$ cat config.mk
export PLATFORM = sky130hd
export DESIGN_NAME = alu_mc
export DESIGN_NICKNAME = d
export VERILOG_FILES = /design/src/rtl/alu_pkg.sv /design/src/rtl/alu_mc_muldiv.sv /design/src/rtl/alu_mc.sv
export SDC_FILE = /design/constraint.sdc
export NUM_CORES = 1
export LEC_CHECK = 0
export CELL_PAD_IN_SITES_DETAIL_PLACEMENT = 0
export CELL_PAD_IN_SITES_GLOBAL_PLACEMENT = 2
export CORE_MARGIN = 5
export CORE_UTILIZATION = 35
export CTS_BUF_LIST = sky130_fd_sc_hd__clkbuf_4 sky130_fd_sc_hd__clkbuf_8
export CTS_CLUSTER_DIAMETER = 80
export DETAILED_ROUTE_END_ITERATION = 8
export GPL_TIMING_DRIVEN = 0
export PLACE_DENSITY_LB_ADDON = 0.05
export SYNTH_ARGS = -nofsm -noshare
export SYNTH_HDL_FRONTEND = slang
export SYNTH_HIERARCHICAL = 1
export SYNTH_SLANG_ARGS = --single-unit
$ cat constraint.sdc
create_clock -name clk -period 7.5 [get_ports clk]
set_input_delay 1.5 -clock clk [delete_from_list [all_inputs] [get_ports clk]]
set_output_delay 1.5 -clock clk [all_outputs]
set_load 0.005 [all_outputs]
$ cat src/rtl/alu_pkg.sv
// Shared types for the multi-cycle ALU: operation encoding and FSM states.
package alu_pkg;

  typedef enum logic [3:0] {
    OpAdd    = 4'd0,
    OpSub    = 4'd1,
    OpSlt    = 4'd2,
    OpSltu   = 4'd3,
    OpAnd    = 4'd4,
    OpOr     = 4'd5,
    OpXor    = 4'd6,
    OpSll    = 4'd7,
    OpSrl    = 4'd8,
    OpSra    = 4'd9,
    OpMul    = 4'd10,
    OpMulhu  = 4'd11,
    OpDivu   = 4'd12,
    OpRemu   = 4'd13,
    OpRsvd14 = 4'd14,
    OpRsvd15 = 4'd15
  } alu_op_t;

  typedef enum logic [1:0] {
    StIdle = 2'd0,
    StMul  = 2'd1,
    StDiv  = 2'd2,
    StDone = 2'd3
  } alu_state_t;

  // Ops that go through the iterative multiply/divide unit.
  function automatic logic op_is_mul(alu_op_t o);
    return (o == OpMul) || (o == OpMulhu);
  endfunction

  function automatic logic op_is_div(alu_op_t o);
    return (o == OpDivu) || (o == OpRemu);
  endfunction

endpackage

$ cat src/rtl/alu_mc_muldiv.sv
// Iterative 1-bit-per-cycle shift-add multiplier and restoring divider.
// Both share one 2*WIDTH accumulator: {hi, lo} = {product hi, product lo}
// for multiply and {remainder, quotient} for divide.
module alu_mc_muldiv #(
  parameter int unsigned WIDTH = 32
) (
  input  logic             clk,
  input  logic             rst,
  input  logic             start,
  input  logic             div_mode,
  input  logic             sel_hi,
  input  logic [WIDTH-1:0] src0,
  input  logic [WIDTH-1:0] src1,
  output logic             done,
  output logic [WIDTH-1:0] res
);

  localparam int unsigned CntW = $clog2(WIDTH);

  logic               busy_q;
  logic               div_q;
  logic               hi_q;
  logic [2*WIDTH-1:0] acc_q, acc_d;
  logic [WIDTH-1:0]   opnd_q;
  logic [CntW-1:0]    cnt_q;

  logic [WIDTH:0]     sum;
  logic [WIDTH:0]     trial;
  logic [WIDTH:0]     diff;
  logic               last;

  // One iteration step; done/res look at the post-step value so the final
  // iteration and the hand-off to the FSM share the same clock edge.
  always_comb begin
    sum   = {1'b0, acc_q[2*WIDTH-1:WIDTH]} + (acc_q[0] ? {1'b0, opnd_q} : '0);
    trial = {acc_q[2*WIDTH-1:WIDTH], acc_q[WIDTH-1]};
    diff  = trial - {1'b0, opnd_q};
    if (div_q) begin
      // diff[WIDTH] set means the trial subtraction went negative: restore.
      if (!diff[WIDTH]) acc_d = {diff[WIDTH-1:0], acc_q[WIDTH-2:0], 1'b1};
      else              acc_d = {trial[WIDTH-1:0], acc_q[WIDTH-2:0], 1'b0};
    end else begin
      acc_d = {sum, acc_q[WIDTH-1:1]};
    end
    last = busy_q && (cnt_q == CntW'(WIDTH - 1));
    done = last;
    res  = hi_q ? acc_d[2*WIDTH-1:WIDTH] : acc_d[WIDTH-1:0];
  end

  // Operand capture on start, then WIDTH iterations while busy.
  always_ff @(posedge clk) begin
    if (rst) begin
      busy_q <= 1'b0;
      div_q  <= 1'b0;
      hi_q   <= 1'b0;
      acc_q  <= '0;
      opnd_q <= '0;
      cnt_q  <= '0;
    end else if (start) begin
      busy_q <= 1'b1;
      div_q  <= div_mode;
      hi_q   <= sel_hi;
      acc_q  <= {{WIDTH{1'b0}}, src0};
      opnd_q <= src1;
      cnt_q  <= '0;
    end else if (busy_q) begin
      acc_q <= acc_d;
      cnt_q <= cnt_q + CntW'(1);
      if (last) busy_q <= 1'b0;
    end
  end

endmodule

$ cat src/rtl/alu_mc.sv
// Multi-cycle ALU with valid/ready handshakes. Single-cycle ops are computed
// here; MUL/MULHU/DIVU/REMU are handed to alu_mc_muldiv.
module alu_mc
  import alu_pkg::*;
#(
  parameter int unsigned WIDTH = 32
) (
  input  logic             clk,
  input  logic             rst,
  input  logic             in_valid,
  output logic             in_ready,
  input  logic [3:0]       op,
  input  logic [WIDTH-1:0] src0,
  input  logic [WIDTH-1:0] src1,
  output logic             out_valid,
  input  logic             out_ready,
  output logic [WIDTH-1:0] result,
  output logic             zero
);

  localparam int unsigned ShW = $clog2(WIDTH);

  alu_state_t       state_q, state_d;
  logic [WIDTH-1:0] result_q, result_d;
  logic             zero_q;
  logic             load_res;
  logic             accept;
  alu_op_t          op_e;
  logic [ShW-1:0]   shamt;
  logic [WIDTH-1:0] alu_res;
  logic             md_start;
  logic             md_done;
  logic [WIDTH-1:0] md_res;

  assign op_e     = alu_op_t'(op);
  assign shamt    = src1[ShW-1:0];
  assign in_ready = (state_q == StIdle) || ((state_q == StDone) && out_ready);
  assign accept   = in_valid && in_ready;

  // Single-cycle result. The DIVU/REMU entries are only used for a zero divisor.
  always_comb begin
    alu_res = '0;
    case (op_e)
      OpAdd:  alu_res = src0 + src1;
      OpSub:  alu_res = src0 - src1;
      OpSlt:  alu_res = {{(WIDTH-1){1'b0}}, $signed(src0) < $signed(src1)};
      OpSltu: alu_res = {{(WIDTH-1){1'b0}}, src0 < src1};
      OpAnd:  alu_res = src0 & src1;
      OpOr:   alu_res = src0 | src1;
      OpXor:  alu_res = src0 ^ src1;
      OpSll:  alu_res = src0 << shamt;
      OpSrl:  alu_res = src0 >> shamt;
      OpSra:  alu_res = $unsigned($signed(src0) >>> shamt);
      OpDivu: alu_res = '1;
      OpRemu: alu_res = src0;
      default: alu_res = '0;
    endcase
  end

  // Next-state logic and result load control.
  always_comb begin
    state_d  = state_q;
    result_d = result_q;
    load_res = 1'b0;
    md_start = 1'b0;
    unique case (state_q)
      StIdle, StDone: begin
        if (accept) begin
          if (op_is_mul(op_e)) begin
            state_d  = StMul;
            md_start = 1'b1;
          end else if (op_is_div(op_e) && (src1 != '0)) begin
            state_d  = StDiv;
            md_start = 1'b1;
          end else begin
            state_d  = StDone;
            result_d = alu_res;
            load_res = 1'b1;
          end
        end else if (state_q == StDone && out_ready) begin
          state_d = StIdle;
        end
      end
      StMul, StDiv: begin
        if (md_done) begin
          state_d  = StDone;
          result_d = md_res;
          load_res = 1'b1;
        end
      end
      default: state_d = StIdle;
    endcase
  end

  // State and registered result/zero flag.
  always_ff @(posedge clk) begin
    if (rst) begin
      state_q  <= StIdle;
      result_q <= '0;
      zero_q   <= 1'b0;
    end else begin
      state_q <= state_d;
      if (load_res) begin
        result_q <= result_d;
        zero_q   <= (result_d == '0);
      end
    end
  end

  alu_mc_muldiv #(
    .WIDTH (WIDTH)
  ) u_muldiv (
    .clk      (clk),
    .rst      (rst),
    .start    (md_start),
    .div_mode (op_is_div(op_e)),
    .sel_hi   ((op_e == OpMulhu) || (op_e == OpRemu)),
    .src0     (src0),
    .src1     (src1),
    .done     (md_done),
    .res      (md_res)
  );

  assign out_valid = (state_q == StDone);
  assign result    = result_q;
  assign zero      = zero_q;

endmodule
==> flow_summary.json, run 1 <==
{
  "status": "finished with violations",
  "violations": "negative setup slack",
  "cts.clk_slew.worst_paths_ps": 80,
  "worstSetupPathType": "primary input to flip-flop",
  "final_cell_area_sq_um": 24400,
  "nNetsFinal": 3326,
  "dieArea_sq_um": 67200,
  "synth_fp_nets": 3197,
  "drt-wirelength-per-cell_um": 33.8,
  "critPathSlowestCell": "clkdlybuf4s50_1",
  "drc": 0,
  "antenna_found_initial": 11,
  "port_buffers": 106,
  "cts-root-buf": "clkbuf_8",
  "layout_commonest_cell": "nor2_1",
  "yosys_warnings": 6,
  "grt_overflow": 0,
  "die_h_um": 259,
  "relSlewSlack": 0.0841,
  "postRouteAntennaNets": 0,
  "peakVddDrop_uv": 191,
  "syn_to_final_growth_pct": 12.5,
  "power.leakage_nw": 9.58,
  "hold_path_depth": 2,
  "holdBufCountCts": 0,
  "fin_ws_ps": -43.3,
  "n_fill_cell": 6619,
  "tightest_slew_ps": 1340,
  "hold_ws_ps": 509,
  "synthArstFlopShare": 0,
  "crit_required_ps": 7880,
  "rows": 91,
  "coreArea_sq_um": 61600,
  "htreeDepth": 4,
  "maxCapViolCount": 0,
  "via_count": 26400,
  "numCtsBuffers": 17,
  "setup_viol_count_final": 1,
  "ys_types": 107,
  "critPathBufInv": 3,
  "rsz0062_at_grt": "false",
  "syn_area_sq_um": 21700,
  "crit_family": "simple AND/OR/NAND/NOR gates",
  "ys_seq_elements": 139,
  "cts_max_path_buffers": 2,
  "fin_skew_ps": 17.5,
  "gr-usage-all-layers": 0.376,
  "start_util": 0.353,
  "post_drt_via_cell_ratio": 6.71,
  "grt_pass1_wl_um": 185000,
  "firstDrtPassIters": 7,
  "cpMostUsedCell": "nand4_1",
  "yosys_most_used_dff": "dfxtp_1",
  "period_minus_slack_ps": 7540,
  "clock_latency_ps": 470,
  "path_depth": 15,
  "gp_congestion": 1.06,
  "hpwl_um": 110000,
  "clock_sinks": 139,
  "drive_above_1_share": 0.0848,
  "fmax_ghz": 0.133,
  "crit_chain": "clkdlybuf4s50_1 -> buf_4 -> clkbuf_1 -> nor2_1 -> and3_1 -> o31ai_1 -> o21ai_0 -> a211o_1 -> o2bb2ai_1 -> a31o_2 -> nor4_1 -> nand4_1 -> nor4_4 -> nand4_1 -> o31ai_2",
  "period_share": 1.01,
  "worst-path-max-fanout": 10,
  "cpPeakStageDelay_ps": 940,
  "worst_setup_path_end_kind": "flip-flop",
  "p_total_mw": 5.11,
  "finalHoldViolations": 0,
  "synth_edf_count": 0,
  "hp-class": "flip-flop to flip-flop",
  "ys_seq_area_frac": 0.128,
  "grt_pass1_vias": 24000,
  "grt_max_degree": 21,
  "slew_violations": 0,
  "cp-start-kind": "primary input",
  "drt_wl_total_um": 133000,
  "cts_tree": "yes",
  "num_io_pins": 107,
  "drt-initial-drc-count": 4179,
  "dpl_cell_area_sq_um": 23900,
  "critical_path_arrival_ps": 7920,
  "dieWidth_um": 259,
  "reg2reg_depth": 19,
  "avgSynthCellArea_sq_um": 7.37,
  "syn_inst": 2949,
  "layout_common_cells": "nor2_1, a21oi_1, nand2_1, ha_1",
  "p_per_area_nw_per_um2": 209
}
==> metal layers <==
layer / track usage / part of all wire / vias to the layer above
li1: - / - / 11200
met1: 0.563 / 0.45 / 12900
met2: 0.499 / 0.38 / 2015
met3: 0.141 / 0.14 / 232
met4: 0.100 / 0.032 / 8
met5: 0.0154 / 0.0013 / -
==> path summary, 6_finish.rpt <==
path	from	endpoint	slack, ps
worst max register to register	u_muldiv/acc_q[0]	zero	990
worst min-delay path	u_muldiv/cnt_q[4]	u_muldiv/cnt_q[4]	510
worst min register to register	u_muldiv/cnt_q[4]	u_muldiv/cnt_q[4]	510
worst max-delay path	src1[2]	zero	-40
==> worst min-delay path, stage by stage, from the launching register on <==
cell and delay [ps]:
dfxtp_1 340, mux2i_1 70, nor2_1 70
==> state kept, by name, summed over array words and instances, names as in the netlist <==
signal and cells:
result 32, state_q 2, u_muldiv/acc_q 64, u_muldiv/busy_q 1, u_muldiv/cnt_q 5, u_muldiv/div_q 1
u_muldiv/hi_q 1, u_muldiv/opnd_q 32, zero 1
==> synth_stat cells, drive strengths merged (18+ instances only) <==
library cell  instances  share of area
o21a                 19         0.0066
nand4                46          0.014
a211oi               75          0.027
nor2b                31         0.0089
xor2                 24         0.0097
nor4                 28         0.0083
o21bai               18         0.0062
o211ai               38          0.013
a21o                 44          0.015
buf                  69          0.018
nor3                 65          0.015
mux4                 71          0.074
o22ai                27         0.0081
inv                 161          0.028
ha                  172          0.099
clkbuf              178          0.031
xnor2                49          0.021
nor2                315          0.055
a22oi                31          0.011
and2                 60          0.017
o31ai                38          0.013
nand2b               25         0.0072
nand3                75          0.017
a221oi               20         0.0081
mux2                 41          0.022
o21ai               177          0.041
nand2               235          0.041
dfxtp               139           0.13
a21oi               239          0.056
mux2i               149          0.069
and3                 26         0.0075
a31oi                36          0.012
==> what timing repair did <==
item	4_1_cts	5_1_grt
setup buffers	0	0
endpoints found under the setup margin	4	1
gates resized for setup	10	10
endpoints found under the hold margin	0	0
==> logic make-up (layout without fill, tap and decap cells) <==
logic type / after synthesis / after routing / synth area share
AO/OA/AOI/OAI: 925 / 925 / 0.286
other: 0 / 7 / 0
buffers and inverters: 410 / 551 / 0.0772
adder cells (fa/ha/maj): 176 / 176 / 0.103
AND/OR/NAND/NOR: 965 / 965 / 0.211
multiplexers: 261 / 261 / 0.165
flip-flops: 139 / 139 / 0.128
XOR/XNOR: 73 / 73 / 0.0303
==> where the power goes <==
part	switching, mW	internal (mW)	total (mW)
registers	0.114	0.835	0.949
clock network	0.326	0.382	0.708
logic	2.23	1.23	3.45
==> cell type report <==
| cell class | count | area [sq um] | area share |
|---|---|---|---|
| tap | 837 | 1050 | 0.0428 |
| antenna | 7 | 17.5 | 0.000717 |
| clock inverter | 11 | 168 | 0.00686 |
| clock buffer | 20 | 269 | 0.0110 |
| multi-input combinational | 2400 | 17400 | 0.710 |
| buffer | 244 | 1060 | 0.0436 |
| inverter | 163 | 613 | 0.0251 |
| timing repair buffer | 113 | 1120 | 0.0458 |
| sequential | 139 | 2780 | 0.114 |
==> metrics by stage <==
step,setup TNS [ps],setup WS (ps),util,instances
after detailed placement,-5670,-1590,0.388,3898
after global routing,0,86.1,0.397,3928
after CTS,0,145,0.396,3927
final,-43.3,-43.3,0.397,3934
after global placement,-6410,-1600,0.387,3892
after floorplan,0,1750,-,2949
Note: power is estimated with default switching activity, not from simulation.
==> inputs of run 2 (changes only) <==
- MAX_ROUTING_LAYER: not set -> met4
==> flow_summary.json, run 2 (synthesized netlist as in run 1, its figures left out) <==
{
  "status": "completed",
  "dp_slack_ps": -1500,
  "top_register": "u_muldiv/acc_q",
  "cts-root-buf": "clkbuf_8",
  "worstSetupPathType": "primary input to flip-flop",
  "postRouteAntennaNets": 0,
  "critical_path_arrival_ps": 7890,
  "r2r_slack_ps": 1000,
  "largest_register_ffs": 64,
  "layout_common_cells": "nor2_1, a21oi_1, nand2_1, ha_1",
  "critPathSlowestCell": "clkdlybuf4s50_1",
  "coreArea_sq_um": 61600,
  "setup_viol_count_final": 0,
  "worst-path-max-fanout": 17,
  "start_util": 0.353,
  "clock_latency_ps": 480,
  "clock_sinks": 139,
  "htreeDepth": 4,
  "maxCapViolCount": 0,
  "multi_input_area_sq_um": 17300,
  "cts.clk_slew.worst_paths_ps": 90,
  "post_drt_via_cell_ratio": 6.71,
  "worstHoldStart": "zero",
  "grt_max_degree": 21,
  "period_minus_slack_ps": 7490,
  "power.switching_mw": 2.69,
  "worst_setup_path_end_kind": "flip-flop",
  "via_count": 26400,
  "slew_violations": 0,
  "firstDrtPassIters": 6,
  "holdBufCountCts": 0,
  "p_seq_frac": 0.187,
  "num_io_pins": 107,
  "drive_above_1_share": 0.0833,
  "antenna_found_initial": 3,
  "fin_ws_ps": 14.8,
  "relSlewSlack": 0.100,
  "drt-wirelength-per-cell_um": 33.8,
  "cts_tree": "yes",
  "p_per_area_nw_per_um2": 208,
  "reg2reg_depth": 19,
  "drt-initial-drc-count": 3717,
  "grt_pass1_wl_um": 185000,
  "nNetsFinal": 3322,
  "gp_congestion": 1.06,
  "fmax_ghz": 0.134,
  "dieWidth_um": 259,
  "hp-class": "flip-flop to flip-flop",
  "cpPeakStageDelay_ps": 650,
  "regArea_sq_um": 2780,
  "hpwl_um": 110000,
  "port_buffers": 106,
  "period_share": 0.998,
  "crit_chain": "clkdlybuf4s50_1 -> clkbuf_1 -> buf_2 -> inv_2 -> clkbuf_4 -> ha_1 -> buf_2 -> a21o_1 -> a21oi_1 -> a211oi_2 -> nor3_1 -> o21ai_0 -> xnor2_1 -> o211ai_1 -> nor4_1 -> nand4_1 -> nor4_2 -> nand4_1 -> o31ai_2",
  "grt_overflow": 0,
  "numCtsBuffers": 17,
  "n_fill_cell": 6664,
  "rr_startpoint": "u_muldiv/acc_q[0]",
  "drt_wl_total_um": 133000,
  "grt_pass1_vias": 24000,
  "switching_share": 0.529,
  "drc": 0,
  "rsz0062_at_grt": "false",
  "p_total_mw": 5.07,
  "power.leakage_nw": 9.54,
  "pwr-share-clk": 0.132,
  "tightest_slew_ps": 1350,
  "finalHoldViolations": 0,
  "gr-usage-all-layers": 0.388,
  "cp-start-kind": "primary input",
  "share_comb_of_total_power": 0.681,
  "layout_commonest_cell": "nor2_1",
  "die_h_um": 259,
  "hold_path_depth": 2,
  "syn_to_final_growth_pct": 12.2,
  "peakVddDrop_uv": 177,
  "cts_max_path_buffers": 2,
  "dieArea_sq_um": 67200,
  "startpoint": "src1[3]",
  "setup_tns_ps": 0,
  "p_int_mw": 2.39,
  "fin_skew_ps": 18.7,
  "crit_required_ps": 7900,
  "rows": 91
}
[run 2: changes by cell type in the layout (fill, tap and decap cells not counted), sizes merged]
| cell | previous run | this run |
|---|---|---|
| buf | 73 | 67 |
| clkinvlp | 2 | 4 |
| clkdlybuf4s50 | 106 | 105 |
| dlymetal6s2s | 0 | 1 |
| clkinv | 6 | 7 |
| clkdlybuf4s15 | 0 | 1 |
| clkbuf | 198 | 196 |
| inv | 162 | 163 |
| diode | 7 | 3 |
| bufinv | 4 | 3 |
| clkdlybuf4s18 | 0 | 1 |
[run 2: layout make-up]
class                   instances  share of cell area
well taps                     837              0.0430
flip-flops and latches        139               0.114
multi-input cells            2400               0.711
clock inverters                14             0.00698
diodes                          3            0.000308
repair buffers                109              0.0450
inverters                     163              0.0252
plain buffers                 244              0.0441
clock buffers                  18             0.00991
[run 2: routing by layer]
metal / vias to the layer above / wire length, um / global-route usage
met3: 246 / 18500 / 0.146
met1: 13000 / 59800 / 0.564
met4: 0 / 4490 / 0.0983
met2: 1881 / 50000 / 0.498
met5: - / 0 / -
li1: 11200 / - / -
[run 2: power by group through the flow]
stage	Combinational [mW]	Sequential, mW	Clock, mW
CTS	3.34	0.944	0.666
floorplan	2.12	0.908	0
finish	3.45	0.950	0.670
global route	3.64	0.958	0.706
detailed placement	3.32	0.960	0
global placement	3.31	0.959	0
[run 2: what timing repair did]
item	4_1_cts	5_1_grt
cloned	0	0
setup buffers	0	0
pin swaps	0	0
setup endpoints to repair	4	1
resized for setup	10	12
[run 2: path summary, 6_finish.rpt]
| path | end |
|---|---|
| setup reg to reg | zero |
| setup / recovery | zero |
| hold reg to reg | zero |
| hold / removal | zero |
[run 2: per-stage QoR]
step / instances / util / hold slack [ps] / area [sq um]
2_1_floorplan: 2949 / - / 467 / 21700
3_3_place_gp: 3892 / 0.387 / 493 / 23800
3_5_place_dp: 3895 / 0.388 / 487 / 23900
4_1_cts: 3925 / 0.395 / 506 / 24300
5_1_grt: 3925 / 0.396 / 531 / 24400
6_report: 3927 / 0.396 / 506 / 24400
[run 2: worst max-delay path, delay by kind of cell]
family / cells / cell delay (ps)
buf+inv: 6 / 2390
simple gates: 5 / 2160
compound gates: 6 / 1280
fa+ha+maj: 1 / 330
xor+xnor: 1 / 210
